$ cat config.mk
export PLATFORM = sky130hd
export DESIGN_NAME = fifo_sync_flags_flat
export DESIGN_NICKNAME = d
export VERILOG_FILES = /design/src/rtl/fifo_pkg.sv /design/src/rtl/fifo_sync_flags_if.sv /design/src/rtl/fifo_mem_dp.sv /design/src/rtl/fifo_sync_flags.sv /design/src/flat_wrapper.sv
export SDC_FILE = /design/constraint.sdc
export NUM_CORES = 1
export LEC_CHECK = 0
export ABC_AREA = 1
export BUFFER_PORTS_ARGS = -buffer_cell sky130_fd_sc_hd__buf_2
export CORE_UTILIZATION = 60
export CTS_BUF_LIST = sky130_fd_sc_hd__clkbuf_8
export CTS_CLUSTER_SIZE = 30
export DETAILED_ROUTE_END_ITERATION = 10
export GPL_TIMING_DRIVEN = 0
export PLACE_DENSITY = 0.79
export SLEW_MARGIN = 20
export SYNTH_ARGS = -nofsm -noshare
export SYNTH_HDL_FRONTEND = slang
export SYNTH_SLANG_ARGS = --single-unit
export TNS_END_PERCENT = 5
$ cat constraint.sdc
create_clock -name clk -period 3.2 [get_ports clk]
set_input_delay 0.64 -clock clk [delete_from_list [all_inputs] [get_ports clk]]
set_output_delay 0.64 -clock clk [all_outputs]
set_load 0.02 [all_outputs]
$ cat src/rtl/fifo_pkg.sv
// Shared constants and helpers for the synchronous flag FIFO.
// Pointer and count widths derive from the FIFO depth.
package fifo_pkg;

    localparam int DEF_BITNUMBER = 8;
    localparam int DEF_LENGTH    = 8;
    localparam int DEF_AF_THRESH = 6;
    localparam int DEF_AE_THRESH = 2;

    localparam int PTR_W = $clog2(DEF_LENGTH);
    localparam int CNT_W = PTR_W + 1;

    function automatic int ptr_w(input int len);
        return $clog2(len);
    endfunction

endpackage

$ cat src/rtl/fifo_sync_flags_if.sv
// Push/pop bus and status flags of the synchronous FIFO.
// The master is the stimulus side; the slave is the FIFO.
interface fifo_sync_flags_if #(
    parameter int BITNUMBER = 8,
    parameter int LENGTH    = 8
);

    localparam int CNT_W = $clog2(LENGTH) + 1;

    logic                 Fifo_wr;
    logic                 Fifo_rd;
    logic [BITNUMBER-1:0] Fifo_Data_in;
    logic [BITNUMBER-1:0] Fifo_Data_out;
    logic                 Fifo_valid;
    logic                 Fifo_full;
    logic                 Fifo_empty;
    logic                 Fifo_almost_full;
    logic                 Fifo_almost_empty;
    logic [CNT_W-1:0]     Fifo_count;
    logic                 Fifo_overflow;
    logic                 Fifo_underflow;

    modport master (
        output Fifo_wr, Fifo_rd, Fifo_Data_in,
        input  Fifo_Data_out, Fifo_valid, Fifo_full, Fifo_empty,
        input  Fifo_almost_full, Fifo_almost_empty, Fifo_count,
        input  Fifo_overflow, Fifo_underflow
    );

    modport slave (
        input  Fifo_wr, Fifo_rd, Fifo_Data_in,
        output Fifo_Data_out, Fifo_valid, Fifo_full, Fifo_empty,
        output Fifo_almost_full, Fifo_almost_empty, Fifo_count,
        output Fifo_overflow, Fifo_underflow
    );

endinterface

$ cat src/rtl/fifo_mem_dp.sv
// Storage array: one synchronous write port, one async read port.
// Contents are deliberately not reset.
module fifo_mem_dp
    import fifo_pkg::*;
#(
    parameter int BITNUMBER = DEF_BITNUMBER,
    parameter int LENGTH    = DEF_LENGTH,
    parameter int AW        = ptr_w(LENGTH)
) (
    input  logic                 clk,
    input  logic                 we,
    input  logic [AW-1:0]        waddr,
    input  logic [BITNUMBER-1:0] wdata,
    input  logic [AW-1:0]        raddr,
    output logic [BITNUMBER-1:0] rdata
);

    logic [BITNUMBER-1:0] mem [LENGTH];

    // Write the addressed word on the rising edge.
    always_ff @(posedge clk) begin
        if (we) begin
            mem[waddr] <= wdata;
        end
    end

    assign rdata = mem[raddr];

endmodule

$ cat src/rtl/fifo_sync_flags.sv
// Single-clock FIFO with registered pop data, occupancy flags
// and sticky overflow/underflow errors.
module fifo_sync_flags
    import fifo_pkg::*;
#(
    parameter int BITNUMBER = DEF_BITNUMBER,
    parameter int LENGTH    = DEF_LENGTH,
    parameter int AF_THRESH = DEF_AF_THRESH,
    parameter int AE_THRESH = DEF_AE_THRESH
) (
    input logic                clk,
    input logic                reset,
    fifo_sync_flags_if.slave   bus
);

    localparam int PW = ptr_w(LENGTH);
    localparam int CW = PW + 1;

    logic [PW-1:0]        wr_ptr;
    logic [PW-1:0]        rd_ptr;
    logic [CW-1:0]        count;
    logic [BITNUMBER-1:0] rdata;
    logic [BITNUMBER-1:0] data_out;
    logic                 valid;
    logic                 overflow;
    logic                 underflow;
    logic                 full;
    logic                 empty;
    logic                 do_wr;
    logic                 do_rd;

    assign full  = (count == CW'(LENGTH));
    assign empty = (count == '0);

    // A full FIFO still accepts a write when a pop frees a slot
    // in the same cycle; an empty FIFO never bypasses.
    assign do_rd = bus.Fifo_rd && !empty;
    assign do_wr = bus.Fifo_wr && (!full || bus.Fifo_rd);

    fifo_mem_dp #(
        .BITNUMBER (BITNUMBER),
        .LENGTH    (LENGTH),
        .AW        (PW)
    ) u_mem (
        .clk   (clk),
        .we    (do_wr),
        .waddr (wr_ptr),
        .wdata (bus.Fifo_Data_in),
        .raddr (rd_ptr),
        .rdata (rdata)
    );

    // Pointers wrap naturally; count tracks net pushes minus pops.
    always_ff @(posedge clk or negedge reset) begin
        if (!reset) begin
            wr_ptr <= '0;
            rd_ptr <= '0;
            count  <= '0;
        end else begin
            if (do_wr) begin
                wr_ptr <= wr_ptr + PW'(1);
            end
            if (do_rd) begin
                rd_ptr <= rd_ptr + PW'(1);
            end
            if (do_wr && !do_rd) begin
                count <= count + CW'(1);
            end else if (do_rd && !do_wr) begin
                count <= count - CW'(1);
            end
        end
    end

    // Register popped data; valid pulses only on a real pop.
    always_ff @(posedge clk or negedge reset) begin
        if (!reset) begin
            data_out <= '0;
            valid    <= 1'b0;
        end else begin
            valid <= do_rd;
            if (do_rd) begin
                data_out <= rdata;
            end
        end
    end

    // Sticky error flags, cleared only by reset.
    always_ff @(posedge clk or negedge reset) begin
        if (!reset) begin
            overflow  <= 1'b0;
            underflow <= 1'b0;
        end else begin
            if (bus.Fifo_wr && full && !bus.Fifo_rd) begin
                overflow <= 1'b1;
            end
            if (bus.Fifo_rd && empty) begin
                underflow <= 1'b1;
            end
        end
    end

    assign bus.Fifo_Data_out     = data_out;
    assign bus.Fifo_valid        = valid;
    assign bus.Fifo_full         = full;
    assign bus.Fifo_empty        = empty;
    assign bus.Fifo_almost_full  = (count >= CW'(AF_THRESH));
    assign bus.Fifo_almost_empty = (count <= CW'(AE_THRESH));
    assign bus.Fifo_count        = count;
    assign bus.Fifo_overflow     = overflow;
    assign bus.Fifo_underflow    = underflow;

endmodule

$ cat src/flat_wrapper.sv
// flat-port wrapper written by rule: the top's interface ports become plain ports
module fifo_sync_flags_flat import fifo_pkg::*;
#(
    parameter int BITNUMBER = DEF_BITNUMBER,
    parameter int LENGTH    = DEF_LENGTH,
    parameter int AF_THRESH = DEF_AF_THRESH,
    parameter int AE_THRESH = DEF_AE_THRESH
)
  (clk, reset, bus_Fifo_wr, bus_Fifo_rd, bus_Fifo_Data_in, bus_Fifo_Data_out, bus_Fifo_valid, bus_Fifo_full, bus_Fifo_empty, bus_Fifo_almost_full, bus_Fifo_almost_empty, bus_Fifo_count, bus_Fifo_overflow, bus_Fifo_underflow);
  fifo_sync_flags_if #(.BITNUMBER(BITNUMBER), .LENGTH(LENGTH)) bus_i ();
  input logic clk;
  input logic reset;
  input wire logic [$bits(bus_i.Fifo_wr)-1:0] bus_Fifo_wr;
  input wire logic [$bits(bus_i.Fifo_rd)-1:0] bus_Fifo_rd;
  input wire logic [$bits(bus_i.Fifo_Data_in)-1:0] bus_Fifo_Data_in;
  output wire logic [$bits(bus_i.Fifo_Data_out)-1:0] bus_Fifo_Data_out;
  output wire logic [$bits(bus_i.Fifo_valid)-1:0] bus_Fifo_valid;
  output wire logic [$bits(bus_i.Fifo_full)-1:0] bus_Fifo_full;
  output wire logic [$bits(bus_i.Fifo_empty)-1:0] bus_Fifo_empty;
  output wire logic [$bits(bus_i.Fifo_almost_full)-1:0] bus_Fifo_almost_full;
  output wire logic [$bits(bus_i.Fifo_almost_empty)-1:0] bus_Fifo_almost_empty;
  output wire logic [$bits(bus_i.Fifo_count)-1:0] bus_Fifo_count;
  output wire logic [$bits(bus_i.Fifo_overflow)-1:0] bus_Fifo_overflow;
  output wire logic [$bits(bus_i.Fifo_underflow)-1:0] bus_Fifo_underflow;
  assign bus_i.Fifo_wr = bus_Fifo_wr;
  assign bus_i.Fifo_rd = bus_Fifo_rd;
  assign bus_i.Fifo_Data_in = bus_Fifo_Data_in;
  assign bus_Fifo_Data_out = bus_i.Fifo_Data_out;
  assign bus_Fifo_valid = bus_i.Fifo_valid;
  assign bus_Fifo_full = bus_i.Fifo_full;
  assign bus_Fifo_empty = bus_i.Fifo_empty;
  assign bus_Fifo_almost_full = bus_i.Fifo_almost_full;
  assign bus_Fifo_almost_empty = bus_i.Fifo_almost_empty;
  assign bus_Fifo_count = bus_i.Fifo_count;
  assign bus_Fifo_overflow = bus_i.Fifo_overflow;
  assign bus_Fifo_underflow = bus_i.Fifo_underflow;
  fifo_sync_flags #(.BITNUMBER(BITNUMBER), .LENGTH(LENGTH), .AF_THRESH(AF_THRESH), .AE_THRESH(AE_THRESH)) u_core (.clk(clk), .reset(reset), .bus(bus_i));
endmodule
Word-level counts from Yosys, hierarchy flattened

Memory sizes are Yosys's and may differ from the RTL's. A register that Yosys moved wholly into a read port is not among the register bits.
Index checks and enable logic that the tools add are counted.
W data, S select, Z words.

Register bits: 13
Logic and storage cells: 34
Bits in writable memories: 64
Memories kept: 1

$lt $le $gt $ge: 2
Reduce and logical (&&, ||, !) cells: 16
Equality and inequality tests: 1
Multiplexer cells: 4
Add/subtract/negate cells: 4

Memory list:

| memory           | words | bits a word | read ports | clocked after memory_dff | write ports | RTL line          | text |
|---|---|---|---|---|---|---|---|
| u_core.u_mem.mem | 8     | 8           | 1          | 1                        | 1           | fifo_mem_dp.sv:18 | `logic [BITNUMBER-1:0] mem [LENGTH];` |

Operators with widths:

| cell                  | count |
|---|---|
| $mux W4               | 2 |
| $logic_and A1 B1 Y1   | 7 |
| $add A3 B1 Y3 const B | 2 |
| $logic_not A1 Y1      | 6 |
| $add A4 B1 Y4 const B | 1 |
| $eq A4 B4 Y1 const B  | 1 |
| $ge A4 B3 Y1 const B  | 1 |
| $le A4 B2 Y1 const B  | 1 |
| $logic_not A4 Y1      | 1 |
| $sub A4 B1 Y4 const B | 1 |
| $mux W1               | 2 |
| $reduce_bool A2 Y1    | 1 |
| $logic_or A1 B1 Y1    | 1 |

Depth between registers and ports, before layout

Gate-level depths: netlist (run 1).

Word-level depth: 8
Depth in mapped cells: 15
Mapped depth without buffers: 15

Modules after synthesis

Synthesis (run 1) repeated with hierarchy kept, for this count alone.

Cell total of the unflattened synthesis: 411
Area total of the unflattened synthesis: 3906.2 um^2

Modules (own cells, without submodules):

| module          | area each (um^2) | cells each | instances |
|---|---|---|---|
| fifo_mem_dp     | 2890.3           | 295        | 1 |
| fifo_sync_flags | 1016.0           | 116        | 1 |

Worst setup path before layout (run 1)

Ideal clock, no wire load.

Path type: register -> register
Start point: register u_core.count[0] (netlist: u_core.bus.Fifo_count[0])
End point: register u_core.count[3] (netlist: u_core.bus.Fifo_count[3])
Data arrival time: 2054 ps
Library setup time: 117 ps
Path buffers: 1
Path slack: 1029 ps
Stages on the path, launching flop included: 13
Period minus slack after synthesis: 2171 ps
Cells stage by stage: dfrtp_1 > nor2_2 > nand2_2 > nand2_4 > buf_6 > ha_1 > inv_1 > ha_1 > or2_2 > nand3_1 > nand2_1 > nand2_1 > nand2_1

Word-level cells in the longest chain between the ends: 7
Elaborated cells between the ends (all ways): 16

RTL lines:

| element                                               | RTL line              | text |
|---|---|---|
| start: declaration                                    | fifo_sync_flags.sv:21 | `logic [CW-1:0] count;` |
| start signal: assignment                              | fifo_sync_flags.sv:67 | `count <= count + CW'(1);` |
| start signal: assignment                              | fifo_sync_flags.sv:69 | `count <= count - CW'(1);` |
| branches (longest 7 deep; another with $sub A4 B1 Y4) | n/a                   |  |

Several ways; the timed one is not identified. The select of a mux whose other input is x is not followed.
A chain may end at the register's enable or synchronous reset.

Final worst setup path (run 1)

Same ends and word-level chain as after synthesis.

==> reports/summary.md, run 1 <==
• 0 — count of antenna diodes in the layout
• 237 — Iter 0 DRT Violations
• 0 — antenna violations before repair
• 23.7% — area fraction in and, or, nand and nor cells after synthesis
• 15.5 µm — routed len/inst
• 0.00680 mm² — die footprint
• 10 — Max Fanout on Critical Path
• sky130_fd_sc_hd__nand2_1 — library cell with the highest instance count after synthesis
• flip-flop — Critical Path Source Type
• 0 — count of max-cap constraint violations
• 2.13% — Synth Area in Adders
• 0.00245 mm² — sequential cell area
• reg2reg — worst setup path class
• 2 — maximum clock path buffer count
• 7 — drt pass-1 iters
• 3 — H-tree depth
• 1.04 ns — Worst Tran Pin Value
• 0 — Setup Viol. Count Final
• 28 — Distinct cells, synth
• 0.00160 W — Switch Pwr
• 677 µV — worst IR drop on VDD
• 930 mW/mm² — power density over cell area
• 0 — count of instances resized after the clock tree is built
• 10.4 µm² — average instance area after synthesis
• 0 — Final Slew Violations
• 3.49 ns — required time reported for the critical path endpoint
• 71.2% — post-layout utilization of the core
• 0 — total of warnings raised by yosys
• 9 — TritonCTS buffer count
• 2,407 — vias in the first global route
• 0 — DRC violation count after routing
• 11.8 mm — first-pass GRT wire length
• simple AND/OR/NAND/NOR gates — main combinational cell family by area after synthesis
• 0 ns — Total Negative Setup Slacks
• 7.62 mm — DRT Wirelength
• sky130_fd_sc_hd__edfxtp_1 50%, sky130_fd_sc_hd__dfrtp_1 14%, sky130_fd_sc_hd__nand2_1 11% — largest cells by area after synthesis
• 0.432 GHz — top achievable clock speed
• 0 — cts-stage hold buffer count
• sky130_fd_sc_hd__clkbuf_8 — root buffer selected by CTS
• 72.3% — post-route fraction of the period consumed by the critical path
• 82.4 µm — vertical extent of the die
• 0.89 ns — register-to-register setup slack
• 28 — placement row count
• 5.34 — vias per std cell
• 0.999% — area fraction in compound gates after synthesis
• 0.00610 mm² — placeable core region
• 2.31 ns — final critical-path required period
• u_core.bus.Fifo_count[0] — reg-to-reg startpoint
• sky130_fd_sc_hd__edfxtp_1 — most used flip-flop cell after synthesis
• 390 — net count after synthesis
• 20.1% — portion of total power attributed to the clock network
• 431 — count of nets after finishing
• 82.4 µm — horizontal extent of the die
• 31 — Ports
• 0.00388 mm² — Mapped Area
• 85 — CTS sink cnt
• 49.5% — Yosys top cell area share
• u_core.bus.Fifo_count[0] — worst setup path startpoint
• 25.5% — Tot GR Track Use
• u_core.bus.Fifo_count[3] — endpoint of the worst-slack reg-to-reg timing path
• 13 — FF-to-FF path depth
• 0 — post-CTS setup-driven buffer insertion count
• 0.35 ns — clock network latency to the later pin of the worst-skew pair
• 2.61 ns — arrival time worst endpoint
• 30.3% — worst rel slew slack
• completed — outcome
• 24.7% — Async SR Flop Fraction
• sky130_fd_sc_hd__edfxtp_1 — library cell with the largest summed area after synthesis
• 22 — maximum number of pins on one net before global-route repair
• 0 — Final Hold Vio Count
• 1.10% — area share of xor/xnor cells in the synthesized design
• 0.251 ns — hold_ws
• 0.0128 ns — Layout Skew
• 63.0% — proportion of synthesized chip area in sequential cells
• 2.00 nW — Lkg Pwr
• 0 — ANT nets after route
• 0% — post-synthesis mux area share
• 0.00244 W — internal power
• 0 — total gr overflow
• flip-flop — sort of element at the end of the critical path
• 30 — number of input and output port buffers inserted
• in2async — worst min path class
• 0.00404 W — Pwr Total
• 451 — number of inserted filler cells in the final layout
• no — unrepaired setup endpoints after global routing
• 4.93 mm — HPWL after detailed placement
• 2,633 — total via count after detailed routing
• 0.837 — Final GP Congestion
• 11.9% — Area Overhead vs Synth
• 41.3% — power share of the combinational group
• 39.6% — switching share of total power
• 372 — gate count after technology mapping
• done — clock tree from TritonCTS
• u_core.bus.Fifo_count[3] — termination of the worst setup path
• 22.7% — fraction of layout instances using a drive strength above 1
• 0.08 ns — clock-pin slew on the worst setup and hold paths
• 38.6% — register share of total power
• 0.00108 mm² — area taken by multi-input logic gates
• 63.7% — Initial Utilization
• 85 — Synth Register Bits
• 115 x sky130_fd_sc_hd__nand2_1, 64 x sky130_fd_sc_hd__edfxtp_1, 56 x sky130_fd_sc_hd__inv_1 — Post-synth top cells
• 64 — number of enable flip-flop cells after synthesis
## layout by cell type (no fill, tap or decap), types with 6 or more instances in the layout
| cell | instances |
|---|---|
| sky130_fd_sc_hd__inv_1 | 58 |
| sky130_fd_sc_hd__nor2_1 | 9 |
| sky130_fd_sc_hd__buf_2 | 33 |
| sky130_fd_sc_hd__nand2_2 | 12 |
| sky130_fd_sc_hd__dfrtp_1 | 21 |
| sky130_fd_sc_hd__nor2_2 | 6 |
| sky130_fd_sc_hd__nand2_1 | 115 |
| sky130_fd_sc_hd__edfxtp_1 | 64 |
| sky130_fd_sc_hd__clkbuf_8 | 9 |
| sky130_fd_sc_hd__nand3_2 | 9 |
| sky130_fd_sc_hd__nand3_1 | 43 |
## final cells by class
type	count	area share, %
Timing Repair Buffer	30	3.46
Clock buffer	9	2.85
Clock inverter	7	2.13
Sequential cell	85	56.4
Inverter	61	5.50
Tap cell	75	2.16
Multi-Input combinational cell	213	25.0
Buffer	13	2.56
## cells by family (layout without fill, tap and decap cells)
group,Yosys count,in the layout
AOI/OAI and AO/OA,5,5
xor gates and xnor gates,4,4
adders and majority gates,6,6
buffers and inverters,74,120
DFF,85,85
and+or+nand+nor,198,198
## worst min-delay path by stage
| stage | slack (ns) | cells after the start | endpoint | startpoint |
|---|---|---|---|---|
| 2_1_floorplan | 0.34 | 0 | u_core.bus.Fifo_Data_out[0] | reset |
| 3_3_place_gp | 0.45 | 1 | u_core.bus.Fifo_overflow | u_core.bus.Fifo_overflow |
| 3_5_place_dp | 0.45 | 1 | u_core.bus.Fifo_overflow | u_core.bus.Fifo_overflow |
| 4_1_cts | 0.26 | 1 | u_core.bus.Fifo_Data_out[3] | reset |
| 5_1_grt | 0.27 | 1 | u_core.wr_ptr[2] | reset |
| 6_report | 0.25 | 1 | u_core.wr_ptr[0] | reset |
## through the flow
stage	cell area [µm²]	setup WS, ns	cells
2_1_floorplan	3880	1.03	372
3_3_place_gp	4130	0.863	477
5_1_grt	4340	0.760	493
6_report	4340	0.886	493
3_5_place_dp	4130	0.798	477
4_1_cts	4340	0.893	493
## registers in the layout (all words and copies together) (netlist names)
name,flops
u_core.bus.Fifo_Data_out,8
u_core.bus.Fifo_count,4
u_core.bus.Fifo_overflow,1
u_core.bus.Fifo_underflow,1
u_core.bus.Fifo_valid,1
u_core.rd_ptr,3
u_core.u_mem.mem,64
u_core.wr_ptr,3
## worst max-delay path, cell delays in order, from the launching register on
cell	delay [ns]
sky130_fd_sc_hd__dfrtp_1	0.47
sky130_fd_sc_hd__nor2_2	0.21
sky130_fd_sc_hd__nand2_2	0.11
sky130_fd_sc_hd__nand2_4	0.09
sky130_fd_sc_hd__buf_6	0.16
sky130_fd_sc_hd__ha_1	0.18
sky130_fd_sc_hd__inv_1	0.10
sky130_fd_sc_hd__ha_1	0.31
sky130_fd_sc_hd__or2_2	0.31
sky130_fd_sc_hd__nand2_1	0.08
sky130_fd_sc_hd__nand3_1	0.07
sky130_fd_sc_hd__nand2_1	0.06
sky130_fd_sc_hd__nand2_1	0.05
sky130_fd_sc_hd__nand2_1	0.05
## power by group through the flow
stage | clock network, W | registers, W | logic [W]
finish | 0.000813 | 0.00156 | 0.00167
global route | 0.000864 | 0.00159 | 0.00186
CTS | 0.000820 | 0.00156 | 0.00167
detailed placement | 0 | 0.00158 | 0.00166
global placement | 0 | 0.00157 | 0.00161
floorplan | 0 | 0.00168 | 0.00110
## metal layers
| layer | global-route usage (%) | up-vias | share of wire, % |
|---|---|---|---|
| met4 | 13.5 | 0 | 2.2 |
| met1 | 32.9 | 1240 | 42 |
| met5 | 0 | - | 0 |
| met2 | 40.8 | 108 | 48 |
| li1 | - | 1269 | - |
| met3 | 5.27 | 16 | 7.5 |
Note: power is estimated with default switching activity, not from simulation.
==> inputs of run 2 (changes only) <==
--- a/config.mk
+++ b/config.mk
@@ -5,7 +5,7 @@
 export SDC_FILE = /design/constraint.sdc
 export NUM_CORES = 1
 export LEC_CHECK = 0
-export ABC_AREA = 1
+export ABC_AREA = 0
 export BUFFER_PORTS_ARGS = -buffer_cell sky130_fd_sc_hd__buf_2
 export CORE_UTILIZATION = 60
 export CTS_BUF_LIST = sky130_fd_sc_hd__clkbuf_8
==> constraint.sdc (replaced) <==
create_clock -name clk -period 2.3 [get_ports clk]
set_input_delay 0.46 -clock clk [delete_from_list [all_inputs] [get_ports clk]]
set_output_delay 0.46 -clock clk [all_outputs]
set_load 0.02 [all_outputs]
==> reports/summary.md, run 2 <==
• 2,029 — total via count after detailed routing
• 6.84 mm — DRT Wirelength
• 0.00422 mm² — post-layout instance area
• sky130_fd_sc_hd__edfxtp_1 — library cell with the largest summed area after synthesis
• finished, violations left — outcome
• 1.60 nW — Lkg Pwr
• 0.00557 mm² — placeable core region
• sky130_fd_sc_hd__edfxtp_1 — most frequent standard cell in the layout excluding fill and tap cells
• 6.32% — area fraction in and, or, nand and nor cells after synthesis
• 0.00615 mm² — die footprint
• 290 — count of nets after finishing
• 27 — placement row count
• 5.12% — met3 GRT Util
• 0.417 GHz — top achievable clock speed
• -0.0973 ns — worst path setup slack after routing
• 104% — post-route fraction of the period consumed by the critical path
• 2.63 ns — arrival time worst endpoint
• 2.53 ns — required time reported for the critical path endpoint
• 0 — count of antenna diodes in the layout
• 1400 mW/mm² — power density over cell area
• 28.4% — met1 capacity usage during global routing
• 75.7% — post-layout utilization of the core
• 0.08 ns — clock-pin slew on the worst setup and hold paths
• 20.4% — Area Overhead vs Synth
• in2async — worst min path class
• 0 — Final Hold Vio Count
• reg2reg — worst setup path class
• 4.30 mm — HPWL after detailed placement
• u_core.u_mem.mem — largest register by flop count
• simple AND/OR/NAND/NOR gates — family of cells with the greatest summed delay on the critical path
• 19.6 µm — routed len/inst
• buf_6 > nor4_4 > nand2b_4 > ha_4 > inv_6 > ha_4 > a21o_1 > a21oi_2 > mux2i_1 > o31ai_1 — cell chain of the critical path
• 1120 µV — worst IR drop on VDD
• 22 — maximum number of pins on one net before global-route repair
• met2 — most congested layer reported by global routing
• 1.50% — area share of xor/xnor cells in the synthesized design
• 37.9% — fraction of layout instances using a drive strength above 1
• 42.3% — global-route met2 utilization
• sky130_fd_sc_hd__edfxtp_1 55%, sky130_fd_sc_hd__dfrtp_1 15%, sky130_fd_sc_hd__mux2_2 5.5% — largest cells by area after synthesis
• 2,044 — vias in the first global route
• 4 — Max Fanout on Critical Path
• 54.8% — Yosys top cell area share
• 237 — net count after synthesis
• 24.7% — Async SR Flop Fraction
• -0.1 ns — register-to-register setup slack
• 9 — TritonCTS buffer count
• yes — unrepaired setup endpoints after global routing
• 64 — number of enable flip-flop cells after synthesis
• 2 — maximum clock path buffer count
• 2.36% — Synth Area in Adders
• 30 — number of input and output port buffers inserted
• 31 — Ports
• 10.7% — post-synthesis mux area share
• 6.89% — area fraction in compound gates after synthesis
• 0.00350 mm² — Mapped Area
• 64 x sky130_fd_sc_hd__edfxtp_1, 21 x sky130_fd_sc_hd__dfrtp_1, 19 x sky130_fd_sc_hd__nand2_1 — Post-synth top cells
• flip-flop — Critical Path Source Type
• 2 — Setup Viol. Count Final
• sky130_fd_sc_hd__clkbuf_8 — root buffer selected by CTS
• 2.40 ns — final critical-path required period
• 69.8% — proportion of synthesized chip area in sequential cells
• 125 — Iter 0 DRT Violations
• 62.9% — Initial Utilization
• 0 — count of max-cap constraint violations
• 0.00385 mm² — Post-DP Area
• 0.0119 ns — Layout Skew
• 10 — FF-to-FF path depth
• 0 — antenna violations before repair
• 0.743 ns — Worst Tran Pin Value
• done — clock tree from TritonCTS
• 0.44 ns — slowest cell delay on critical path
• 4 — drt pass-1 iters
• sky130_fd_sc_hd__edfxtp_1 — most used flip-flop cell after synthesis
• 0 — cts-stage hold buffer count
• flip-flop — sort of element at the end of the critical path
• u_core.bus.Fifo_count[3] — endpoint of the worst-slack reg-to-reg timing path
• 10.7 mm — first-pass GRT wire length
• 64 — flip-flop count of the largest register after layout
• 64 x sky130_fd_sc_hd__edfxtp_1, 30 x sky130_fd_sc_hd__buf_2, 19 x sky130_fd_sc_hd__nand2_1 — leading cell types in the layout, fill and taps excluded
• 39 — Distinct cells, synth
• 16.0 µm² — average instance area after synthesis
• negative setup slack — violations in the final reports
• 0 — DRC violation count after routing
• sky130_fd_sc_hd__dfrtp_2 — cell with the largest stage delay on the worst path
• u_core.bus.Fifo_count[0] — reg-to-reg startpoint
• 0 — ANT nets after route
• sky130_fd_sc_hd__ha_4 — most common cell type on the critical path
• sky130_fd_sc_hd__edfxtp_1 — library cell with the highest instance count after synthesis
• 50.3% — worst rel slew slack
• 78.4 µm — vertical extent of the die
• 85 — Synth Register Bits
• 78.4 µm — horizontal extent of the die
• 85 — CTS sink cnt
• 219 — gate count after technology mapping
• 0 — total of warnings raised by yosys
• 24.7% — Tot GR Track Use
• 0 — total gr overflow
• 3 — H-tree depth
• 0 — Final Slew Violations
• 0.751 — Final GP Congestion
• 5.81 — vias per std cell
• multiplexers — main combinational cell family by area after synthesis
• 0.36 ns — clock network latency to the later pin of the worst-skew pair
• 2 — count of buffering cells on the critical path with inverters included
[run 2: layout make-up]
type / count / area [µm²]
buffer: 8 / 60.1
clock buffer: 9 / 124
clock inverter: 7 / 161
fill: 350 / 1360
inverter: 4 / 22.5
multi-input combinational: 121 / 1060
sequential: 85 / 2450
tap: 72 / 90.1
timing repair buffer: 43 / 251
[run 2: repair_timing]
action | 4_1_cts | 5_1_grt
gates resized for setup | 0 | 2
setup endpoints to repair | 1 | 2
cloned | 0 | 0
setup buffers | 7 | 5
pin swaps | 1 | 4
[run 2: how the worst max path moves through the flow]
stage                                     endpoint  depth (start not counted)                startpoint
after CTS                 u_core.bus.Fifo_count[3]                         11  u_core.bus.Fifo_count[1]
final                     u_core.bus.Fifo_count[3]                         10  u_core.bus.Fifo_count[0]
after floorplan           u_core.bus.Fifo_count[3]                         11  u_core.bus.Fifo_count[1]
after global routing      u_core.bus.Fifo_count[3]                         10  u_core.bus.Fifo_count[0]
after global placement      u_core.u_mem.mem[0][3]                          5               bus_Fifo_rd
after detailed placement  u_core.bus.Fifo_count[3]                         11  u_core.bus.Fifo_count[1]
[run 2: cell families (layout without fill, tap and decap cells)]
logic type | count (synthesis) | after routing
xor gates and xnor gates | 6 | 6
muxes | 35 | 35
buffers and inverters | 13 | 71
and+or+nand+nor | 40 | 40
adders and majority gates | 6 | 6
DFF | 85 | 85
AOI/OAI and AO/OA | 34 | 34
[run 2: per-layer routing]
| metal | up-vias | part of all wire (%) |
|---|---|---|
| met5 | - | 0 |
| met3 | 20 | 2.9 |
| li1 | 946 | - |
| met4 | 0 | 3.7 |
| met2 | 48 | 53 |
| met1 | 1015 | 40 |
[run 2: per-stage QoR]
stage / worst slack (ns) / total power [W] / hold slack [ns] / cells / TNS (ns)
2_1_floorplan: -0.118 / 0.00375 / 0.164 / 219 / -0.131
3_3_place_gp: -0.284 / 0.00423 / 0.434 / 321 / -2.83
3_5_place_dp: -0.112 / 0.00434 / 0.443 / 322 / -0.112
4_1_cts: 0.00142 / 0.00587 / 0.0532 / 345 / 0
5_1_grt: -0.211 / 0.00620 / 0.0737 / 349 / -0.292
6_report: -0.0973 / 0.00592 / 0.0463 / 349 / -0.104
[run 2: report_power, final]
| group | switching [W] | leakage (nW) | internal [W] |
|---|---|---|---|
| clock | 0.000532 | 0.137 | 0.000937 |
| combinational | 0.00120 | 0.638 | 0.000988 |
| sequential | 0.000245 | 0.824 | 0.00202 |
==> inputs of run 3 (changes only) <==
--- a/config.mk
+++ b/config.mk
@@ -13,6 +13,7 @@
 export DETAILED_ROUTE_END_ITERATION = 10
 export GPL_TIMING_DRIVEN = 0
 export PLACE_DENSITY = 0.79
+export REMOVE_ABC_BUFFERS = 1
 export SLEW_MARGIN = 20
 export SYNTH_ARGS = -nofsm -noshare
 export SYNTH_HDL_FRONTEND = slang
==> reports/summary.md, run 3 (synthesis gave the netlist of run 2 again) <==
• 4 — Max Fanout on Critical Path
• 0.942 ns — Worst Tran Pin Value
• 1310 mW/mm² — power density over cell area
• 0.729 — Final GP Congestion
• 6.73 mm — DRT Wirelength
• 96.2% — post-route fraction of the period consumed by the critical path
• 2,093 — total via count after detailed routing
• 4 — drt pass-1 iters
• 289 — count of nets after finishing
• 0 — antenna violations before repair
• 779 µV — worst IR drop on VDD
• 9 — TritonCTS buffer count
• 22 — maximum number of pins on one net before global-route repair
• sky130_fd_sc_hd__ha_4 — most common cell type on the critical path
• done — clock tree from TritonCTS
• 38.5% — fraction of layout instances using a drive strength above 1
• 27 — placement row count
• 17.6% — Area Overhead vs Synth
• 78.4 µm — vertical extent of the die
• completed — outcome
• 4.00 mm — HPWL after detailed placement
• 0.00412 mm² — post-layout instance area
• 0.00557 mm² — placeable core region
• 0.46 ns — slowest cell delay on critical path
• 3 — H-tree depth
• 0.00433 ns — Layout Skew
• 0.08 ns — clock-pin slew on the worst setup and hold paths
• sky130_fd_sc_hd__dfrtp_2 — cell with the largest stage delay on the worst path
• 19.4 µm — routed len/inst
• yes — unrepaired setup endpoints after global routing
• 62.9% — Initial Utilization
• 36.8% — worst rel slew slack
• flip-flop — sort of element at the end of the critical path
• 31 — Ports
• 2.21 ns — final critical-path required period
• 0.00375 mm² — Post-DP Area
• 74.0% — post-layout utilization of the core
• 64 — flip-flop count of the largest register after layout
• 1.56 nW — Lkg Pwr
• reg2reg — worst setup path class
• sky130_fd_sc_hd__edfxtp_1 — most frequent standard cell in the layout excluding fill and tap cells
• 0.00541 W — Pwr Total
• 0.0784 ns — hold_ws
• nor4b_4 > nand2_2 > nand2_4 > inv_6 > ha_4 > inv_4 > ha_4 > a21o_1 > a21oi_2 > mux2i_1 > o31ai_1 — cell chain of the critical path
• flip-flop — Critical Path Source Type
• 0 — Final Hold Vio Count
• 85 — CTS sink cnt
• 0 — ANT nets after route
• 0 — count of max-cap constraint violations
• 211 — Iter 0 DRT Violations
• 0 — Setup Viol. Count Final
• 1,938 — vias in the first global route
• 23.4% — Tot GR Track Use
• 0 — count of antenna diodes in the layout
• 2 — count of buffering cells on the critical path with inverters included
• 78.4 µm — horizontal extent of the die
• in2async — worst min path class
• 0 — total gr overflow
• u_core.u_mem.mem — largest register by flop count
• 2.43 ns — arrival time worst endpoint
• 0 — DRC violation count after routing
• 0 — Final Slew Violations
• 2.52 ns — required time reported for the critical path endpoint
• 6.03 — vias per std cell
• 30 — number of input and output port buffers inserted
• 0.00615 mm² — die footprint
• 0.452 GHz — top achievable clock speed
• simple AND/OR/NAND/NOR gates — family of cells with the greatest summed delay on the critical path
• 64 x sky130_fd_sc_hd__edfxtp_1, 30 x sky130_fd_sc_hd__buf_2, 19 x sky130_fd_sc_hd__nand2_1 — leading cell types in the layout, fill and taps excluded
• 2 — maximum clock path buffer count
• 10.2 mm — first-pass GRT wire length
• sky130_fd_sc_hd__clkbuf_8 — root buffer selected by CTS
• 0.34 ns — clock network latency to the later pin of the worst-skew pair
==> run 3: changes by cell type in the layout (fill, tap and decap cells not counted), moves of 2 or more <==
| cell | before | now |
|---|---|---|
| sky130_fd_sc_hd__bufinv_16 | 5 | 1 |
| sky130_fd_sc_hd__buf_4 | 15 | 18 |
| sky130_fd_sc_hd__buf_6 | 2 | 0 |
| sky130_fd_sc_hd__clkbuf_1 | 2 | 0 |
| sky130_fd_sc_hd__clkinv_2 | 0 | 2 |
==> run 3: cell type report <==
class | count | area (µm²)
Clock buffer | 9 | 124
Multi-Input combinational cell | 122 | 1060
Timing Repair Buffer | 49 | 313
Inverter | 4 | 22.5
Sequential cell | 85 | 2450
Fill cell | 336 | 1450
Tap cell | 72 | 90.1
Clock inverter | 6 | 55.1
==> run 3: what timing repair did <==
item                       in CTS  in global routing
gates resized for setup        11                  6
cloned                          1                  0
buffers inserted               12                  4
setup endpoints to repair       4                  1
pin swaps                       5                  6
hold buffers                    0                  0
==> run 3: through the flow <==
step	instances	TNS, ns	setup WS (ns)
after detailed placement	315	-2.03	-0.922
after global routing	347	-0.0334	-0.0334
after global placement	312	-10.28	-0.865
final	347	0	0.0866
after CTS	343	0	0.00184
after floorplan	210	-1.53	-0.732
==> run 3: routing by layer <==
layer | routed length [µm] | share of wire (%) | up-vias | track usage (%)
met5 | 0 | 0 | - | 0
met2 | 3380 | 50 | 79 | 38.2
li1 | - | - | 949 | -
met3 | 342 | 5.1 | 15 | 3.72
met4 | 166 | 2.5 | 0 | 11.1
met1 | 2850 | 42 | 1050 | 31.1
==> run 3: power by group <==
group | internal, W | total [W] | switching (W)
logic | 0.000994 | 0.00211 | 0.00112
registers | 0.00202 | 0.00233 | 0.000305
clock network | 0.000485 | 0.000979 | 0.000494
total | 0.00350 | 0.00541 | 0.00191
==> run 3: final timing paths <==
kind                                           start                     endpoint  slack, ns  cells after the start
setup / recovery            u_core.bus.Fifo_count[1]     u_core.bus.Fifo_count[3]       0.09                     11
hold / removal                                 reset  u_core.bus.Fifo_Data_out[7]       0.08                      1
setup reg to reg            u_core.bus.Fifo_count[1]     u_core.bus.Fifo_count[3]       0.09                     11
hold reg to reg            u_core.bus.Fifo_underflow    u_core.bus.Fifo_underflow       0.46                      1
max in group asynchronous                      reset     u_core.bus.Fifo_count[3]       1.86                      1
min in group clk                 bus_Fifo_Data_in[4]       u_core.u_mem.mem[7][4]       0.39                      1
